**src/rtl/bf16_pkg.sv**
```systemverilog
// Shared bfloat16 constants and field classifiers.
// Used by the logit collector and the max-find datapath.
package bf16_pkg;

   localparam int BF16_W = 16;
   localparam int EXP_W  = 8;
   localparam int MANT_W = 7;

   localparam logic [BF16_W-1:0] BF16_NEG_INF  = 16'hFF80;
   localparam logic [BF16_W-1:0] BF16_POS_ZERO = 16'h0000;
   localparam logic [BF16_W-1:0] BF16_EXP_MASK = 16'h7F80;
   localparam logic [BF16_W-1:0] BF16_MAN_MASK = 16'h007F;

   function automatic logic bf16_is_nan(input logic [BF16_W-1:0] x);
      return ((x & BF16_EXP_MASK) == BF16_EXP_MASK) &&
             ((x & BF16_MAN_MASK) != '0);
   endfunction

   function automatic logic bf16_exp_zero(input logic [BF16_W-1:0] x);
      return (x & BF16_EXP_MASK) == '0;
   endfunction

endpackage

```
**src/rtl/bf16_logit_collector_if.sv**
```systemverilog
// Serial logit input stream plus parallel frame output handshake.
interface bf16_logit_collector_if
   import bf16_pkg::*;
#(
   parameter int NUM_OUT = 10
);

   logic                      in_valid;
   logic [BF16_W-1:0]         in_data;
   logic                      in_last;
   logic                      in_ready;
   logic                      out_valid;
   logic                      out_ready;
   logic [BF16_W*NUM_OUT-1:0] out_logits;

   modport master (
      output in_valid, in_data, in_last, out_ready,
      input  in_ready, out_valid, out_logits
   );

   modport slave (
      input  in_valid, in_data, in_last, out_ready,
      output in_ready, out_valid, out_logits
   );

endinterface

```
**src/rtl/bf16_sanitize.sv**
```systemverilog
// Maps NaN to -inf and flushes zero-exponent values (incl. -0) to +0,
// so the downstream equality match sees one encoding per value.
module bf16_sanitize
   import bf16_pkg::*;
#(
   parameter bit FLUSH_SUBNORM = 1'b1,
   parameter bit NAN_TO_NEGINF = 1'b1
) (
   input  logic [BF16_W-1:0] din,
   output logic [BF16_W-1:0] dout
);

   always_comb begin
      dout = din;
      if (NAN_TO_NEGINF && bf16_is_nan(din))
         dout = BF16_NEG_INF;
      else if (FLUSH_SUBNORM && bf16_exp_zero(din))
         dout = BF16_POS_ZERO;
   end

endmodule

```
**src/rtl/bf16_logit_collector.sv**
```systemverilog
// Collects one frame of serial bf16 logits and holds it in parallel
// until the max-find stage takes it.
module bf16_logit_collector
   import bf16_pkg::*;
#(
   parameter int NUM_OUT       = 10,
   parameter bit FLUSH_SUBNORM = 1'b1,
   parameter bit NAN_TO_NEGINF = 1'b1
) (
   input  logic                 clk,
   input  logic                 reset,
   bf16_logit_collector_if.slave bus,
   output logic                 frame_err,
   output logic [15:0]          frame_cnt
);

   localparam int IDX_W = $clog2(NUM_OUT);
   localparam logic [IDX_W-1:0] LAST_IDX = IDX_W'(NUM_OUT - 1);

   localparam logic [0:0] FILL = 1'b0;
   localparam logic [0:0] HOLD = 1'b1;

   logic [0:0]        state;
   logic [IDX_W-1:0]  idx;
   logic [BF16_W-1:0] slot [NUM_OUT];
   logic [BF16_W-1:0] san;
   logic              accept;

   bf16_sanitize #(
      .FLUSH_SUBNORM (FLUSH_SUBNORM),
      .NAN_TO_NEGINF (NAN_TO_NEGINF)
   ) u_san (
      .din  (bus.in_data),
      .dout (san)
   );

   assign bus.in_ready  = (state == FILL);
   assign bus.out_valid = (state == HOLD);
   assign accept        = bus.in_valid & bus.in_ready;

   always_comb begin
      bus.out_logits = '0;
      for (int i = 0; i < NUM_OUT; i++)
         bus.out_logits[BF16_W*i +: BF16_W] = slot[i];
   end

   always_ff @(posedge clk) begin
      if (reset) begin
         state     <= FILL;
         idx       <= '0;
         frame_err <= 1'b0;
         frame_cnt <= '0;
         for (int i = 0; i < NUM_OUT; i++)
            slot[i] <= '0;
      end else begin
         frame_err <= 1'b0;
         case (state)
            FILL: begin
               if (accept) begin
                  // a short frame pads the unfilled tail with -inf
                  for (int i = 0; i < NUM_OUT; i++) begin
                     if (IDX_W'(i) == idx)
                        slot[i] <= san;
                     else if (bus.in_last && (IDX_W'(i) > idx))
                        slot[i] <= BF16_NEG_INF;
                  end
                  if (idx == LAST_IDX) begin
                     state     <= HOLD;
                     frame_err <= ~bus.in_last;
                  end else if (bus.in_last) begin
                     state     <= HOLD;
                     frame_err <= 1'b1;
                  end else begin
                     idx <= idx + 1'b1;
                  end
               end
            end
            default: begin
               if (bus.out_ready) begin
                  state     <= FILL;
                  idx       <= '0;
                  frame_cnt <= frame_cnt + 16'd1;
               end
            end
         endcase
      end
   end

endmodule

```
**src/flat_wrapper.sv**
```systemverilog
// flat-port wrapper written by rule: the top's interface ports become plain ports
module bf16_logit_collector_flat import bf16_pkg::*;
#(
   parameter int NUM_OUT       = 10,
   parameter bit FLUSH_SUBNORM = 1'b1,
   parameter bit NAN_TO_NEGINF = 1'b1
)
  (clk, reset, frame_err, frame_cnt, bus_in_valid, bus_in_data, bus_in_last, bus_out_ready, bus_in_ready, bus_out_valid, bus_out_logits);
  bf16_logit_collector_if #(.NUM_OUT(NUM_OUT)) bus_i ();
  input  logic clk;
  input  logic reset;
  output logic frame_err;
  output logic [15:0] frame_cnt;
  input wire logic [$bits(bus_i.in_valid)-1:0] bus_in_valid;
  input wire logic [$bits(bus_i.in_data)-1:0] bus_in_data;
  input wire logic [$bits(bus_i.in_last)-1:0] bus_in_last;
  input wire logic [$bits(bus_i.out_ready)-1:0] bus_out_ready;
  output wire logic [$bits(bus_i.in_ready)-1:0] bus_in_ready;
  output wire logic [$bits(bus_i.out_valid)-1:0] bus_out_valid;
  output wire logic [$bits(bus_i.out_logits)-1:0] bus_out_logits;
  assign bus_i.in_valid = bus_in_valid;
  assign bus_i.in_data = bus_in_data;
  assign bus_i.in_last = bus_in_last;
  assign bus_i.out_ready = bus_out_ready;
  assign bus_in_ready = bus_i.in_ready;
  assign bus_out_valid = bus_i.out_valid;
  assign bus_out_logits = bus_i.out_logits;
  bf16_logit_collector #(.NUM_OUT(NUM_OUT), .FLUSH_SUBNORM(FLUSH_SUBNORM), .NAN_TO_NEGINF(NAN_TO_NEGINF)) u_core (.clk(clk), .reset(reset), .bus(bus_i), .frame_err(frame_err), .frame_cnt(frame_cnt));
endmodule
```
**config.mk**
```make
export PLATFORM = sky130hd
export DESIGN_NAME = bf16_logit_collector_flat
export DESIGN_NICKNAME = d
export VERILOG_FILES = /design/src/rtl/bf16_pkg.sv /design/src/rtl/bf16_logit_collector_if.sv /design/src/rtl/bf16_sanitize.sv /design/src/rtl/bf16_logit_collector.sv /design/src/flat_wrapper.sv
export SDC_FILE = /design/constraint.sdc
export NUM_CORES = 1
export LEC_CHECK = 0
export CAP_MARGIN = 30
export CELL_PAD_IN_SITES_DETAIL_PLACEMENT = 1
export CELL_PAD_IN_SITES_GLOBAL_PLACEMENT = 1
export CORE_UTILIZATION = 30
export DETAILED_ROUTE_END_ITERATION = 10
export GPL_TIMING_DRIVEN = 0
export PLACE_DENSITY = 0.66
export REMOVE_ABC_BUFFERS = 1
export SYNTH_ARGS = -nofsm -noshare
export SYNTH_HDL_FRONTEND = slang
export SYNTH_SLANG_ARGS = --single-unit
```
**constraint.sdc**
```tcl
create_clock -name clk -period 2.4 [get_ports clk]
set_input_delay 0.24 -clock clk [delete_from_list [all_inputs] [get_ports clk]]
set_output_delay 0.24 -clock clk [all_outputs]
set_load 0.005 [all_outputs]
```
==> impl_summary.txt <==
----------------------------------------------------
[Outcome]
  Result of the run ... finished, final reports clean

[Floorplanning]
  Area of the placeable core ... 23750 um^2
  Effective utilization at floorplan ... 30.88%
  Total I/O pin count ... 200
  Floorplan die width ... 158.4 um
  Die Area ... 25080 um^2
  Die outline height ... 158.4 um
  Rows ... 56

[Setup path]
  Start-to-end type of the worst setup path ... flop to flop
  Number of buffers and inverters on the critical path ... 0
  Worst path cell trace ... ha_1 -> or2_2 -> a21oi_4 -> or3_4
  Largest delay share family, worst path ... flip-flops
  Flop-to-flop setup slack ... 100 ps
  WP data required ... 2550 ps
  Origin of the critical flop-to-flop path ... u_core.idx[1]
  Standard cell with the maximum stage delay on the critical path ... dfxtp_1
  Endpoint kind of the worst setup timing path ... flop
  Maximum cell stage delay along the critical path ... 740 ps
  Reg2Reg Capture Point ... u_core.slot[0][96]
  Critical path arrival ... 2450 ps
  Maximum fanout encountered on the critical timing path ... 16
  Cell count of the worst reg-to-reg path ... 4
  Type of origin of the critical path ... flop

[Logic synthesis]
  Post-synthesis sequential area ratio ... 71.50%
  Post-synth EDFFs ... 160
  Synthesized area per cell ... 13.22 um^2
  Share of async-settable or async-resettable flops after synthesis ... 0%
  Synth Flop Type ... edfxtp_1
  Synthesized area ... 7336 um^2
  Syn. warnings ... 0
  Largest cells by area after synthesis ... edfxtp_1 65%, dfxtp_1 6.0%, a21o_1 5.8%, nor2_1 4.7%, nand2_1 2.2%
  Count leader, synth ... edfxtp_1
  Unique cell type count in the Yosys netlist ... 48
  Number of standard cells after synthesis ... 555
  Post-synthesis sequential element count ... 182
  Area leader, netlist ... edfxtp_1
  Area share of the largest cell type after synthesis ... 65.50%
  Top post-synthesis cells by count ... 160 x edfxtp_1, 92 x nor2_1, 57 x a21o_1

[Min path]
  Tightest Hold Check Type ... primary input to flop
  Worst hold path cell count ... 2
  Hold Startpoint ... reset
  Hold Path Sink ... u_core.frame_cnt[1]

[Clocking]
  Clock buffer depth ... 2
  Cell chosen for the clock root ... clkbuf_16
  Clock-pin slew on the worst setup and hold paths ... 70 ps
  Source-to-sink clock delay at the later pin of the worst-skew pair ... 420 ps
  Total clock sinks ... 182
  TritonCTS Buffers ... 17
  CTS tree ... done
  CTS H-Tree Depth ... 4

[Finish]
  Total Nets Final ... 774
  Ratio of cells with drive above 1 in the final layout ... 9.223%
  Layout-stage area growth over the synthesis result ... 42.16%
  Number of filler cells placed in the layout ... 2438
  Area of the multi-input gates ... 2036 um^2
  Number of diodes added for antenna fixing ... 0
  Utilization of the core after routing ... 43.91%
  Storage element area ... 5250 um^2

[Pwr]
  Reported net switching power ... 1.683 mW
  Switching part of the total power ... 22.48%
  Sequential share of power ... 49.8%
  Part of the total power dissipated in the clock network ... 40.0%
  Total power after layout ... 7.487 mW
  Static leakage power ... 4.211 nW
  Portion of total power attributed to combinational logic ... 10.3%
  Worst IR Drop VDD ... 0.0003946 V
  Areal power density over the cells ... 717.9 nW/um^2
  P_int ... 5.803 mW

[Timing]
  Final clock skew ... 8.635 ps
  Final-layout setup total negative slack ... 0 ps
  Final hold vios ... 0
  Final period util ... 95.77%
  # setup viols final ... 0
  Unrepaired setup endpoints after global routing ... false
  Headroom to the max-slew limit ... 46.09%
  Number of max-slew violations in the final report ... 0
  Final critical path time including I/O delays and setup ... 2298 ps
  Top achievable clock speed ... 435.1 MHz
  Transition time at the pin with the least slew margin ... 808.6 ps

[Global route]
  Pin count of the biggest net entering global routing ... 23
  Antenna violations before repair ... 0
  Remaining global-route overflow ... 0
  Number of global-route vias before repair ... 5421
  Global-route wire length before repair ... 33240 um
  Global-route usage over all layers ... 18.33%

[Routing]
  Routed wire length ... 22560 um
  TritonRoute pass-1 iters ... 4
  Remaining number of nets flagged by the antenna check after routing ... 0
  Average via count per standard cell ... 4.835
  DR vias ... 5212
  Per-cell routed wire length ... 20.93 um
  DRC violation count after routing ... 0
  Initial DRC count ... 252

[Placed design]
  Port-buffer cells ... 199
  HPWL reported at the end of detailed placement ... 15620 um
  Routability congestion estimate from global placement ... 0.7645

[Flow run]
  Max-capacitance violation count ... 0

----------------------------------------------------
-- metal layers --
layer	GRT usage [%]	vias to the layer above	wire length [um]
li1	-	2405	-
met1	22.47	2634	9467
met2	32.10	158	11380
met3	4.518	15	1491
met4	4.716	0	219
met5	0	-	0
-- worst max path at each step --
stage | from | end | cells after the start | slack (ps)
6_report | u_core.idx[1] | u_core.slot[0][96] | 4 | 100
5_1_grt | u_core.idx[1] | u_core.slot[0][48] | 3 | 20
4_1_cts | reset | u_core.slot[0][37] | 6 | 7
3_5_place_dp | reset | u_core.slot[0][19] | 6 | -1920
3_3_place_gp | reset | u_core.slot[0][19] | 5 | -2510
2_1_floorplan | u_core.bus.out_valid | u_core.slot[0][16] | 4 | -370
-- power groups by stage --
stage	combinational, mW	sequential [mW]	clock, mW
after global placement	0.730	3.79	0
final	0.768	3.73	2.99
after global routing	0.825	3.74	3.17
after detailed placement	0.753	3.80	0
after CTS	0.776	3.73	3.05
after floorplan	0.176	3.80	0
-- layout make-up --
type / instances / area share [%]
inverter: 8 / 0.2879
tap: 319 / 3.827
clock buffer: 17 / 4.079
sequential: 182 / 50.34
clock inverter: 14 / 1.908
timing repair buffer: 208 / 20.04
multi-input combinational: 330 / 19.52
-- layout by cell type, fill, tap and decap left out, drive strengths merged, types with 6 or more instances in the layout --
cell,count
xnor2,6
inv,11
a21o,57
edfxtp,160
ha,6
buf,9
clkdlybuf4s50,190
nand3,17
nor3,9
dfxtp,22
or3,11
a21oi,11
clkbuf,17
nand4,7
nor2,92
nand2,46
and3,13
-- worst register-to-register path: stages (launching register included) --
cell and delay, ps:
dfxtp_1 740, ha_1 420, or2_2 250, a21oi_4 120, or3_4 500
-- state kept, by name, summed over array words and instances (netlist names) --
name and flops:
u_core.frame_cnt 16, u_core.bus.out_valid 1, u_core.idx 4, u_core.frame_err 1
u_core.slot 160
-- timing repair --
| item | in CTS | in global routing |
|---|---|---|
| hold buffers | 0 | 0 |
| hold endpoints to repair | 0 | 0 |
| setup endpoints to repair | 282 | 124 |
| setup buffers | 7 | 0 |
| pin swaps | 4 | 0 |
| resized for setup | 28 | 14 |
-- per-stage QoR --
stage,cells,hold WS [ps],instance area [um^2],setup WS (ps)
finish,1078,464.9,10430,101.6
floorplan,520,309.1,7196,-367.1
CTS,1078,446.4,10370,6.833
detailed placement,1040,485.0,9627,-1918
global route,1078,485.1,10430,16.48
global placement,1038,465.9,9587,-2512
-- cell families (layout without fill, tap and decap cells) --
group                      after synthesis  count (layout)  share of synthesized area, %
DFF                                    182             182                         71.50
AOI/OAI and AO/OA                       93              93                         9.398
buffers and inverters                   43             247                         2.320
adders and majority gates                6               6                         1.023
and+or+nand+nor                        220             220                         14.45
xor gates and xnor gates                11              11                         1.313
Power figures use the tool's default switching activity.
